[src/rtl/uart_rx_pkg.sv]
// uart_rx shared types: FSM state encoding, legal prescale values and parity types.
// Optional macro UART_RX_MAJORITY_SAMPLE_EN selects 3-sample majority voting in data_sampler.
package uart_rx_pkg;

  typedef enum logic [2:0] {
    IDLE   = 3'd0,
    START  = 3'd1,
    DATA   = 3'd2,
    PARITY = 3'd3,
    STOP   = 3'd4
  } state_e;

  typedef logic [5:0] prescale_t;

  localparam prescale_t PRESCALE_8  = 6'd8;
  localparam prescale_t PRESCALE_16 = 6'd16;
  localparam prescale_t PRESCALE_32 = 6'd32;

  localparam logic PAR_EVEN = 1'b0;
  localparam logic PAR_ODD  = 1'b1;

  // Illegal factors are undefined; fold them onto a legal value so the
  // counters never run with a degenerate period.
  function automatic prescale_t legal_prescale(input prescale_t p);
    if ((p == PRESCALE_8) ||
        (p == PRESCALE_16) ||
        (p == PRESCALE_32)) begin
      return p;
    end
    return PRESCALE_16;
  endfunction

  function automatic logic majority3(input logic [2:0] s);
    return (s[0] & s[1]) |
           (s[0] & s[2]) |
           (s[1] & s[2]);
  endfunction

endpackage

[src/rtl/uart_rx_data_sampler.sv]
// data_sampler: per-bit edge counter, mid-bit sampling and bit_end strobe.
// UART_RX_MAJORITY_SAMPLE_EN: vote over edge_cnt P/2-1, P/2, P/2+1 instead of one sample.
module data_sampler
  import uart_rx_pkg::*;
(
  input  logic       clk,
  input  logic       rst_n,
  input  logic       en_i,
  input  logic       rx_i,
  input  logic [5:0] prescale_i,
  output logic [5:0] edge_cnt_o,
  output logic       bit_o,
  output logic       bit_end_o
);

  logic [5:0] cnt_q;
  logic [5:0] cnt_d;
  logic [5:0] last;
  logic [5:0] half;

  assign last      = prescale_i - 6'd1;
  assign half      = {1'b0, prescale_i[5:1]};
  assign bit_end_o = en_i && (cnt_q == last);
  assign edge_cnt_o = cnt_q;

  // Count 0..P-1 within each bit; park at 0 while idle.
  always_comb begin
    cnt_d = 6'd0;
    if (en_i && !bit_end_o) begin
      cnt_d = cnt_q + 6'd1;
    end
  end

  // Edge counter register.
  always_ff @(posedge clk or negedge rst_n) begin
    if (!rst_n) begin
      cnt_q <= 6'd0;
    end else begin
      cnt_q <= cnt_d;
    end
  end

`ifdef UART_RX_MAJORITY_SAMPLE_EN
  logic [2:0] smp_q;

  // Capture three consecutive samples around the bit centre.
  always_ff @(posedge clk or negedge rst_n) begin
    if (!rst_n) begin
      smp_q <= 3'b000;
    end else begin
      if (cnt_q == half - 6'd1) smp_q[0] <= rx_i;
      if (cnt_q == half)        smp_q[1] <= rx_i;
      if (cnt_q == half + 6'd1) smp_q[2] <= rx_i;
    end
  end

  assign bit_o = majority3(smp_q);
`else
  logic smp_q;

  // Capture a single sample at the bit centre.
  always_ff @(posedge clk or negedge rst_n) begin
    if (!rst_n) begin
      smp_q <= 1'b0;
    end else if (cnt_q == half) begin
      smp_q <= rx_i;
    end
  end

  assign bit_o = smp_q;
`endif

endmodule

[src/rtl/uart_rx.sv]
// uart_rx: oversampling UART receiver with optional parity and registered frame outputs.
// UART_RX_MAJORITY_SAMPLE_EN (in data_sampler) switches to majority-vote bit sampling.
module uart_rx
  import uart_rx_pkg::*;
#(
  parameter int DATA_WIDTH = 8
) (
  input  logic                  CLK,
  input  logic                  RST,
  input  logic                  RX_IN,
  input  logic [5:0]            Prescale,
  input  logic                  PAR_EN,
  input  logic                  PAR_TYP,
  output logic [DATA_WIDTH-1:0] P_DATA,
  output logic                  DATA_VALID,
  output logic                  PAR_ERR,
  output logic                  STP_ERR
);

  localparam int BCW =
    (DATA_WIDTH > 1) ? $clog2(DATA_WIDTH) : 1;
  localparam logic [BCW-1:0] LAST_BIT =
    BCW'(DATA_WIDTH - 1);

  state_e                state_q;
  state_e                state_d;
  logic [BCW-1:0]        bit_cnt_q;
  logic [BCW-1:0]        bit_cnt_d;
  logic [DATA_WIDTH-1:0] shift_q;
  logic [DATA_WIDTH-1:0] shift_d;
  logic [DATA_WIDTH-1:0] data_q;
  logic [DATA_WIDTH-1:0] data_d;
  logic                  valid_q;
  logic                  valid_d;
  logic                  par_err_q;
  logic                  par_err_d;
  logic                  stp_err_q;
  logic                  stp_err_d;
  logic                  bad_q;
  logic                  bad_d;
  prescale_t             presc_q;
  prescale_t             presc_d;
  logic                  par_en_q;
  logic                  par_en_d;
  logic                  par_typ_q;
  logic                  par_typ_d;

  logic [5:0] edge_cnt;
  logic       smp;
  logic       bit_end;
  logic       start_w;
  logic       cnt_en;
  logic       exp_par;

  // A fresh start edge only counts from a parked counter in IDLE.
  assign start_w = (state_q == IDLE) &&
                   (edge_cnt == 6'd0) &&
                   !RX_IN;
  assign cnt_en  = (state_q != IDLE) || start_w;
  assign exp_par = (^shift_q) ^ (par_typ_q == PAR_ODD);

  data_sampler u_sampler (
    .clk        (CLK),
    .rst_n      (RST),
    .en_i       (cnt_en),
    .rx_i       (RX_IN),
    .prescale_i (presc_q),
    .edge_cnt_o (edge_cnt),
    .bit_o      (smp),
    .bit_end_o  (bit_end)
  );

  // Frame FSM next-state: every non-IDLE state ends on bit_end.
  always_comb begin
    state_d = state_q;
    unique case (state_q)
      IDLE: begin
        if (start_w) state_d = START;
      end
      START: begin
        if (bit_end) state_d = smp ? IDLE : DATA;
      end
      DATA: begin
        if (bit_end && (bit_cnt_q == LAST_BIT)) begin
          state_d = par_en_q ? PARITY : STOP;
        end
      end
      PARITY: begin
        if (bit_end) state_d = STOP;
      end
      STOP: begin
        if (bit_end) state_d = IDLE;
      end
      default: state_d = IDLE;
    endcase
  end

  // FSM state register.
  always_ff @(posedge CLK or negedge RST) begin
    if (!RST) begin
      state_q <= IDLE;
    end else begin
      state_q <= state_d;
    end
  end

  // Datapath: config latch, shift-in, parity record, frame verdict.
  always_comb begin
    bit_cnt_d = bit_cnt_q;
    shift_d   = shift_q;
    data_d    = data_q;
    valid_d   = 1'b0;
    par_err_d = 1'b0;
    stp_err_d = 1'b0;
    bad_d     = bad_q;
    presc_d   = presc_q;
    par_en_d  = par_en_q;
    par_typ_d = par_typ_q;
    unique case (state_q)
      IDLE: begin
        if (start_w) begin
          presc_d   = legal_prescale(Prescale);
          par_en_d  = PAR_EN;
          par_typ_d = PAR_TYP;
          bit_cnt_d = '0;
          bad_d     = 1'b0;
        end
      end
      DATA: begin
        if (bit_end) begin
          shift_d = {smp, shift_q[DATA_WIDTH-1:1]};
          if (bit_cnt_q == LAST_BIT) begin
            bit_cnt_d = '0;
          end else begin
            bit_cnt_d = bit_cnt_q + 1'b1;
          end
        end
      end
      PARITY: begin
        if (bit_end) bad_d = (smp != exp_par);
      end
      STOP: begin
        if (bit_end) begin
          valid_d   = !bad_q && smp;
          par_err_d = bad_q;
          stp_err_d = !smp;
          if (!bad_q && smp) data_d = shift_q;
        end
      end
      default: begin
      end
    endcase
  end

  // Datapath and output registers.
  always_ff @(posedge CLK or negedge RST) begin
    if (!RST) begin
      bit_cnt_q <= '0;
      shift_q   <= '0;
      data_q    <= '0;
      valid_q   <= 1'b0;
      par_err_q <= 1'b0;
      stp_err_q <= 1'b0;
      bad_q     <= 1'b0;
      presc_q   <= PRESCALE_8;
      par_en_q  <= 1'b0;
      par_typ_q <= PAR_EVEN;
    end else begin
      bit_cnt_q <= bit_cnt_d;
      shift_q   <= shift_d;
      data_q    <= data_d;
      valid_q   <= valid_d;
      par_err_q <= par_err_d;
      stp_err_q <= stp_err_d;
      bad_q     <= bad_d;
      presc_q   <= presc_d;
      par_en_q  <= par_en_d;
      par_typ_q <= par_typ_d;
    end
  end

  assign P_DATA     = data_q;
  assign DATA_VALID = valid_q;
  assign PAR_ERR    = par_err_q;
  assign STP_ERR    = stp_err_q;

endmodule

[config.mk]
export PLATFORM = sky130hd
export DESIGN_NAME = uart_rx
export DESIGN_NICKNAME = d
export VERILOG_FILES = /design/src/rtl/uart_rx_pkg.sv /design/src/rtl/uart_rx_data_sampler.sv /design/src/rtl/uart_rx.sv
export SDC_FILE = /design/constraint.sdc
export NUM_CORES = 1
export LEC_CHECK = 0
export ABC_AREA = 1
export CORE_MARGIN = 4
export CORE_UTILIZATION = 50
export CTS_CLUSTER_DIAMETER = 150
export CTS_CLUSTER_SIZE = 14
export DETAILED_ROUTE_END_ITERATION = 10
export PLACE_DENSITY = 0.71
export SYNTH_ARGS = -nofsm -noshare
export SYNTH_HDL_FRONTEND = slang
export SYNTH_SLANG_ARGS = --single-unit
[constraint.sdc]
create_clock -name CLK -period 2.8 [get_ports CLK]
set_clock_uncertainty 0.2 [all_clocks]
set_input_delay 0.56 -clock CLK [delete_from_list [all_inputs] [get_ports CLK]]
set_output_delay 0.56 -clock CLK [all_outputs]
set_load 0.1 [all_outputs]
[Word level (Yosys, flattened, before mapping)]
Cells that the tools add are included.
Storage, ports and cells
  output and inout port bits: 11
  input port bits: 11
  word-level logic and storage cells: 86
  flip-flop bits (word level): 41
Operators by class
  eq/ne operators: 17
  add/sub/neg operators: 3
  bitwise operators: 1
  reduce and logical (&&, ||, !) cells: 25
  mux-type cells: 27
Operator list (number)
  3-bit two-way mux: 9
  6-bit two-way mux: 3
  3-bit case mux with 5 select lines: 1
  2-bit inequality test, second input constant: 6
  1-bit two-way mux: 11
  3-bit AND reduction: 3
  8-bit XOR reduction: 1
  6-bit by 1-bit adder with 6-bit output, second input constant: 1
  3-bit by 2-bit == test with 1-bit output, second input constant: 2
  3-bit == test, second input constant: 2
  6-bit by 4-bit == test with 1-bit output, second input constant: 1
  6-bit by 5-bit == test with 1-bit output: 1
  6-bit by 5-bit == test with 1-bit output, second input constant: 1
  6-bit == test: 1
  6-bit == test, second input constant: 1
  1-bit logical AND: 6
  6-bit zero test: 1
  3-bit case mux with 2 select lines: 1
  6-bit by 1-bit subtractor with 6-bit output, second input constant: 1
  5-bit AND reduction: 1
  1-bit zero test: 4
  2-bit AND reduction: 2
  2-bit nonzero test: 2
  3-bit by 1-bit adder with 3-bit output, second input constant: 1
  8 further kinds: 10

[Logic depth before layout (Yosys ltp)]
Gate-level depths: netlist (run 1).
  depth after elaboration: 8
  depth in mapped cells: 14
  gate-level depth less buffers: 13

[Cells and area by module]
From an unflattened synthesis (run 1), not the netlist that was laid out.
Unflattened totals
  cell total of the unflattened synthesis: 299
  area, all modules: 2311.0 um^2
By module, submodules not included
  uart_rx: instances 1, sequential area each 852.1 um^2, area an instance 1704.1 um^2, cells an instance 202
  data_sampler: instances 1, sequential area each 175.2 um^2, area an instance 606.8 um^2, cells an instance 97

[Least setup slack after synthesis (run 1)]
OpenSTA, ideal clock, no wires.
  kind: reg2reg
  start: register presc_q[0]
  end: register data_q[0] (netlist: P_DATA[0])
  setup time: 0.113 ns
  buffers on the path: 1
  setup slack: 0.908 ns
  data arrival time: 1.579 ns
  data required time: 2.487 ns
  clock period less this slack: 1.892 ns
  stages on the path, launching flop included: 14
  path through: dfrtp_1 > inv_2 > ha_1 > nand2_1 > nand2_1 > nor2_4 > nand2_2 > nor2_2 > nand3_2 > nor2_2 > buf_6 > nand3_1 > nand2_1 > inv_1
Between the ends
  longest elaborated chain between the ends: 4
Ends and longest elaborated chain
  start: declaration: RTL line uart_rx.sv:41  | prescale_t presc_q;
  start signal: assignment: RTL line uart_rx.sv:176  | presc_q <= presc_d;
  6-bit by 1-bit subtractor with 6-bit output: RTL line uart_rx_data_sampler.sv:21  | assign last = prescale_i - 6'd1;
  6-bit == test: RTL line uart_rx_data_sampler.sv:23  | assign bit_end_o = en_i && (cnt_q == last);
  1-bit logical AND: RTL line uart_rx_data_sampler.sv:23
  3-bit AND reduction (no line)
  end signal: assignment: RTL line uart_rx.sv:171  | data_q <= data_d;
  end: declaration: RTL line uart_rx.sv:31  | logic [DATA_WIDTH-1:0] data_q;
No other way between the ends.
A chain may end at the register's enable or synchronous reset.

[Worst setup path in the final report (run 1)]
  start: register presc_q[0]
  end: register data_q[4] (netlist: P_DATA[4])
The elaborated chain is that of the path after synthesis.

==> flow_summary.json, run 1 <==
{
  "rows": 24,
  "floorplan.die_area_sq_um": 5820,
  "die_h_um": 76.3,
  "hold_violations": 0,
  "viasPerCell": 5.04,
  "area_growth_pct": 13.2,
  "cap_violations": 0,
  "cellLeakagePower_nw": 1.38,
  "fmax_mhz": 430,
  "ff_latch_area_sq_um": 1030,
  "cts-htree-levels": 2,
  "postSynthAreaPerCell_sq_um": 7.57,
  "io_pins": 22,
  "layout-drive-gt1-share_pct": 14.4,
  "syn_inst": 308,
  "tns_ns": 0,
  "drt-initial-drc-count": 103,
  "ys_seq_area_share_pct": 44.0,
  "die_w_um": 76.3,
  "setup_viol": 0,
  "antenna_cells": 0,
  "worstSetupPathType": "register to register",
  "cts_hold_buf": 0,
  "final_cell_mix": "nand2_1, inv_1, dfrtp_1",
  "end_kind": "register",
  "routed_wl_mm": 4.51,
  "synth_top_family_by_area": "simple AND/OR/NAND/NOR gates",
  "post_cts_buffers": 0,
  "cp_num_buf_inv": 3,
  "clock_sinks": 41,
  "clkLatencyLatePin_ns": 0.30,
  "synth_compound_area_share_pct": 6.06,
  "place_congestion": 0.783,
  "nets": 348,
  "grt_pass1_wl_mm": 8.13,
  "status": "finished clean",
  "fillers": 425,
  "slowest_delay_ns": 0.40,
  "hpwlAfterDp_mm": 3.36,
  "synth-simple-area-share_pct": 32.5,
  "drt.antenna.violating_nets": 0,
  "final_common_cell": "nand2_1",
  "grt_use_total_pct": 17.0,
  "worstPathCellList": "inv_2, ha_1, inv_1, nand2_1, nand3_1, nand2_2, nand2_2, nor2_2, nand3_2, nor2_2, nand3_1, nand2_1, inv_1",
  "worstPathArrival_ns": 2.32,
  "clkSlewWorstSetupHoldPaths_ns": 0.08,
  "grt_start_max_net_pins": 42,
  "slew_violations": 0,
  "finalCritPeriodShare_pct": 83.0,
  "critPathRequiredTime_ns": 2.79,
  "ys_types": 35,
  "coreArea_sq_um": 4440,
  "antenna_found_initial": 0,
  "syn_nets": 324,
  "tightest_slew_ns": 0.901,
  "route.detailed.drc": 0,
  "grt_pass1_vias": 1875,
  "yosys_warnings": 0,
  "synthMuxAreaShare_pct": 0,
  "cts_resized": 0,
  "portBuffers": 21,
  "place_area_sq_um": 2550,
  "hold_path_class": "input port to async pin",
  "first_pass_iters": 4,
  "slowest_stage": "dfrtp_1",
  "dp_worst_setup_slack_ns": 0.375,
  "synthAdderAreaFrac_pct": 2.68,
  "multi_input_area_sq_um": 1060,
  "num_vias": 1942,
  "vdd_drop_max_mv": 0.340,
  "routedWlPerCell_um": 11.7,
  "cp-start-kind": "register",
  "r2r_slack_ns": 0.47,
  "start_util_pct": 52.5,
  "p_per_area_nw_per_um2": 705,
  "rsz0062_at_grt": "false",
  "tritoncts": "yes",
  "cts_buffers": 5,
  "maxSlewHeadroom_pct": 39.9,
  "final_cell_area_sq_um": 2640,
  "synth_xor_area_share_pct": 4.13,
  "final.min_clock_period_ns": 2.33,
  "synth.cell_area_sq_um": 2330,
  "cp_top_family": "simple AND/OR/NAND/NOR gates",
  "path_max_fanout": 11,
  "worst_slack_ns": 0.475,
  "grt-ovfl-total": 0,
  "cts_root_buffer": "clkbuf_8",
  "clockBufferDepth": 2,
  "synth.ff_latch_count": 41
}
[sequential cells by signal, indices dropped and copies added (netlist names)]
register	count
bad_q	1
PAR_ERR	1
u_sampler.edge_cnt_o	6
par_typ_q	1
par_en_q	1
state_q	3
P_DATA	8
presc_q	6
shift_q	8
DATA_VALID	1
bit_cnt_q	3
u_sampler.bit_o	1
STP_ERR	1
[layer usage]
layer | routed length, um | vias up | GRT usage [%]
li1 | - | 1009 | -
met5 | 0 | - | 0
met3 | 172 | 10 | 3.90
met4 | 102 | 0 | 7.07
met2 | 2070 | 42 | 26.2
met1 | 2170 | 881 | 23.1
[stage by stage]
stage | power [mW] | hold WS, ns | utilization (%) | cells
floorplan | 1.32 | 0.0644 | - | 308
global placement | 1.47 | 0.289 | 57.5 | 377
detailed placement | 1.49 | 0.306 | 57.5 | 377
CTS | 1.88 | 0.222 | 59.4 | 385
global route | 2.03 | 0.276 | 59.4 | 385
finish | 1.86 | 0.191 | 59.4 | 385
[path summary, 6_finish.rpt]
check,startpoint,end,cells after the start
max,presc_q[0],P_DATA[4],13
min,RST,presc_q[1],1
max reg2reg,presc_q[0],P_DATA[4],13
min reg2reg,state_q[0],state_q[0],2
max in group asynchronous,RST,par_typ_q,1
min in group CLK,state_q[0],state_q[0],2
[layout make-up]
class	instances	share of cell area, %
inverters	56	7.96
multi-input cells	205	40.1
well taps	52	2.46
clock inverters	3	0.664
repair buffers	23	7.30
flip-flops and latches	41	38.9
clock buffers	5	2.61
[power by group]
group | leakage (nW) | internal (mW) | switching, mW
Sequential | 0.508 | 0.679 | 0.101
Clock | 0.0439 | 0.172 | 0.210
Combinational | 0.832 | 0.239 | 0.460
[Yosys cell counts, drive strengths merged]
| cell | number | area, sq um |
|---|---|---|
| nand2 | 90 | 358 |
| inv | 56 | 210 |
| dfrtp | 40 | 1000 |
| nor2 | 32 | 145 |
| nand3 | 30 | 160 |
| o21ai | 14 | 70.1 |
| buf | 6 | 36.3 |
| xnor2 | 6 | 52.6 |
| ha | 5 | 62.6 |
| xor2 | 5 | 43.8 |
| a21oi | 4 | 20.0 |
| nand3b | 3 | 22.5 |
| nand4 | 3 | 25.0 |
| nor3 | 2 | 21.3 |
| o22ai | 2 | 12.5 |
| a211oi | 1 | 7.51 |
| a221oi | 1 | 8.76 |
| a31oi | 1 | 6.26 |
| dfstp | 1 | 26.3 |
| nor3b | 1 | 7.51 |
| nor4 | 1 | 6.26 |
| o31ai | 1 | 7.51 |
| o32ai | 1 | 8.76 |
| or2 | 1 | 6.26 |
| or3 | 1 | 6.26 |
[cell families after synthesis]
group | count (synthesis)
and+or+nand+nor | 164
buffers and inverters | 62
DFF | 41
AOI/OAI and AO/OA | 25
xor gates and xnor gates | 11
adders and majority gates | 5
Power figures use the tool's default switching activity.
==> run 2, diff against run 1 <==
--- a/config.mk
+++ b/config.mk
@@ -11,7 +11,7 @@
 export CTS_CLUSTER_DIAMETER = 150
 export CTS_CLUSTER_SIZE = 14
 export DETAILED_ROUTE_END_ITERATION = 10
-export PLACE_DENSITY = 0.71
+export PLACE_DENSITY = 0.74
 export SYNTH_ARGS = -nofsm -noshare
 export SYNTH_HDL_FRONTEND = slang
 export SYNTH_SLANG_ARGS = --single-unit
==> constraint.sdc (replaced) <==
create_clock -name CLK -period 1.94 [get_ports CLK]
set_clock_uncertainty 0.2 [all_clocks]
set_input_delay 0.388 -clock CLK [delete_from_list [all_inputs] [get_ports CLK]]
set_output_delay 0.388 -clock CLK [all_outputs]
set_load 0.1 [all_outputs]
==> flow_summary.json, run 2 (synthesized netlist as in run 1, its figures left out) <==
{
  "final.min_clock_period_ns": 2.00,
  "hpwlAfterDp_mm": 3.51,
  "worstPathCellList": "inv_2, ha_4, inv_2, nand2_2, nand2_2, nor2_4, nand2_2, nor2_4, nand3_4, nor2_4, buf_12, nand2_1, nand2_1, nand2_1",
  "whs_ns": 0.325,
  "drt.antenna.violating_nets": 0,
  "ff2ff_path_depth": 14,
  "vdd_drop_max_mv": 0.654,
  "start_util_pct": 52.5,
  "min_to": "par_typ_q",
  "final_cell_area_sq_um": 3060,
  "cts_buffers": 5,
  "routed_wl_mm": 4.96,
  "portBuffers": 21,
  "cap_violations": 0,
  "cp-start-kind": "register",
  "grt_pass1_vias": 1820,
  "hold_path_class": "register to register",
  "clkPwrFrac_pct": 19.6,
  "r2r_end": "bad_q",
  "cp_top_family": "simple AND/OR/NAND/NOR gates",
  "end_kind": "register",
  "clock_sinks": 41,
  "drt-initial-drc-count": 155,
  "critPathRequiredTime_ns": 1.94,
  "io_pins": 22,
  "p_seq_share_pct": 37.8,
  "setup_viol": 19,
  "floorplan.die_area_sq_um": 5820,
  "cts_root_buffer": "clkbuf_8",
  "place_congestion": 0.863,
  "layout-drive-gt1-share_pct": 23.8,
  "internal-power_mw": 1.73,
  "tritoncts": "yes",
  "hold_violations": 0,
  "die_h_um": 76.3,
  "maxSlewHeadroom_pct": 73.9,
  "routedWlPerCell_um": 12.5,
  "num_vias": 2058,
  "final_common_cell": "nand2_1",
  "cts-htree-levels": 2,
  "clkSlewWorstSetupHoldPaths_ns": 0.08,
  "clkLatencyLatePin_ns": 0.30,
  "place_area_sq_um": 2820,
  "cellLeakagePower_nw": 1.54,
  "dp_worst_setup_slack_ns": -0.106,
  "violations": "setup timing",
  "finalCritPeriodShare_pct": 103,
  "grt_use_total_pct": 17.2,
  "tightest_slew_ns": 0.392,
  "status": "finished, violations left",
  "hold_path_depth": 2,
  "nets": 360,
  "worstSetupPathType": "register to register",
  "timing.rr.start": "presc_q[0]",
  "grt_start_max_net_pins": 27,
  "slowest_stage": "dfrtp_1",
  "grt-ovfl-total": 0,
  "slew_violations": 0,
  "worst_slack_ns": -0.0586,
  "antenna_found_initial": 0,
  "p_per_area_nw_per_um2": 990,
  "route.detailed.drc": 0,
  "slowest_delay_ns": 0.37,
  "worstPathArrival_ns": 1.99,
  "p_total_mw": 3.02,
  "area_growth_pct": 31.0,
  "pwr-share-comb_pct": 42.7,
  "final_cell_mix": "nand2_1, inv_1, dfrtp_1",
  "clockBufferDepth": 2,
  "r2r_slack_ns": -0.06,
  "switchingPower_mw": 1.29,
  "first_pass_iters": 5,
  "rsz0062_at_grt": "true",
  "die_w_um": 76.3,
  "final_core_util_pct": 68.8,
  "rows": 24,
  "fmax_mhz": 500,
  "coreArea_sq_um": 4440,
  "path_max_fanout": 11,
  "antenna_cells": 0,
  "cp_num_buf_inv": 3,
  "viasPerCell": 5.18,
  "switching_share_pct": 42.6,
  "critical_path_depth": 14,
  "grt_pass1_wl_mm": 8.18,
  "min_from": "par_typ_q"
}
==> run 2: changes by cell type in the layout (fill, tap and decap cells not counted), moves of 3 or more <==
cell | previous run | this run
buf_12 | 0 | 15
buf_4 | 13 | 8
inv_1 | 50 | 47
inv_2 | 6 | 9
nand2_1 | 84 | 73
nand2_2 | 5 | 13
nand2_4 | 1 | 4
nand3_1 | 28 | 25
nor2_4 | 1 | 5
==> run 2: what timing repair did <==
item                                    CTS  global route
hold buffers                              1             0
endpoints found under the hold margin    14             0
pin swaps                                 0             7
endpoints found under the setup margin   25            32
setup buffers                             0             1
gates resized for setup                  11            23
==> run 2: power groups by stage <==
stage / clock network (mW) / registers (mW) / logic, mW
after detailed placement: 0 / 1.14 / 1.07
after global placement: 0 / 1.14 / 1.04
after CTS: 0.603 / 1.13 / 1.12
after global routing: 0.647 / 1.16 / 1.42
final: 0.592 / 1.14 / 1.29
after floorplan: 0 / 1.12 / 0.782
==> run 2: layout make-up <==
type	count	area [sq um]
fillers	348	1390
multi-input cells	205	1180
flip-flops and latches	41	1030
repair buffers	35	477
inverters	56	210
clock buffers	6	82.6
well taps	52	65.1
clock inverters	2	13.8
==> run 2: per-layer routing <==
layer	share of wire (%)	global-route usage [%]	up-vias
li1	-	-	1024
met1	46	23.6	970
met2	47	27.1	58
met3	4.9	3.90	6
met4	1.5	5.43	0
met5	0	0	-
==> run 2: worst max-delay path by stage <==
stage / endpoint / from / slack [ns]
2_1_floorplan: P_DATA[0] / presc_q[0] / 0.05
3_3_place_gp: state_q[2] / presc_q[0] / -0.03
3_5_place_dp: P_DATA[7] / RX_IN / -0.11
4_1_cts: state_q[1] / presc_q[0] / -0.007
5_1_grt: bad_q / presc_q[0] / -0.16
6_report: bad_q / presc_q[0] / -0.06
==> run 2: tightest hold or removal path, delay by kind of cell, from the launching register on <==
family,cells,cell delay [ns]
flip-flops,1,0.38
AND/OR/NAND/NOR,2,0.12
==> run 2: per-stage QoR <==
step | setup TNS (ns) | std cells
2_1_floorplan | 0 | 308
3_3_place_gp | -0.290 | 387
3_5_place_dp | -0.783 | 387
4_1_cts | -0.0114 | 396
5_1_grt | -2.35 | 397
6_report | -0.410 | 397
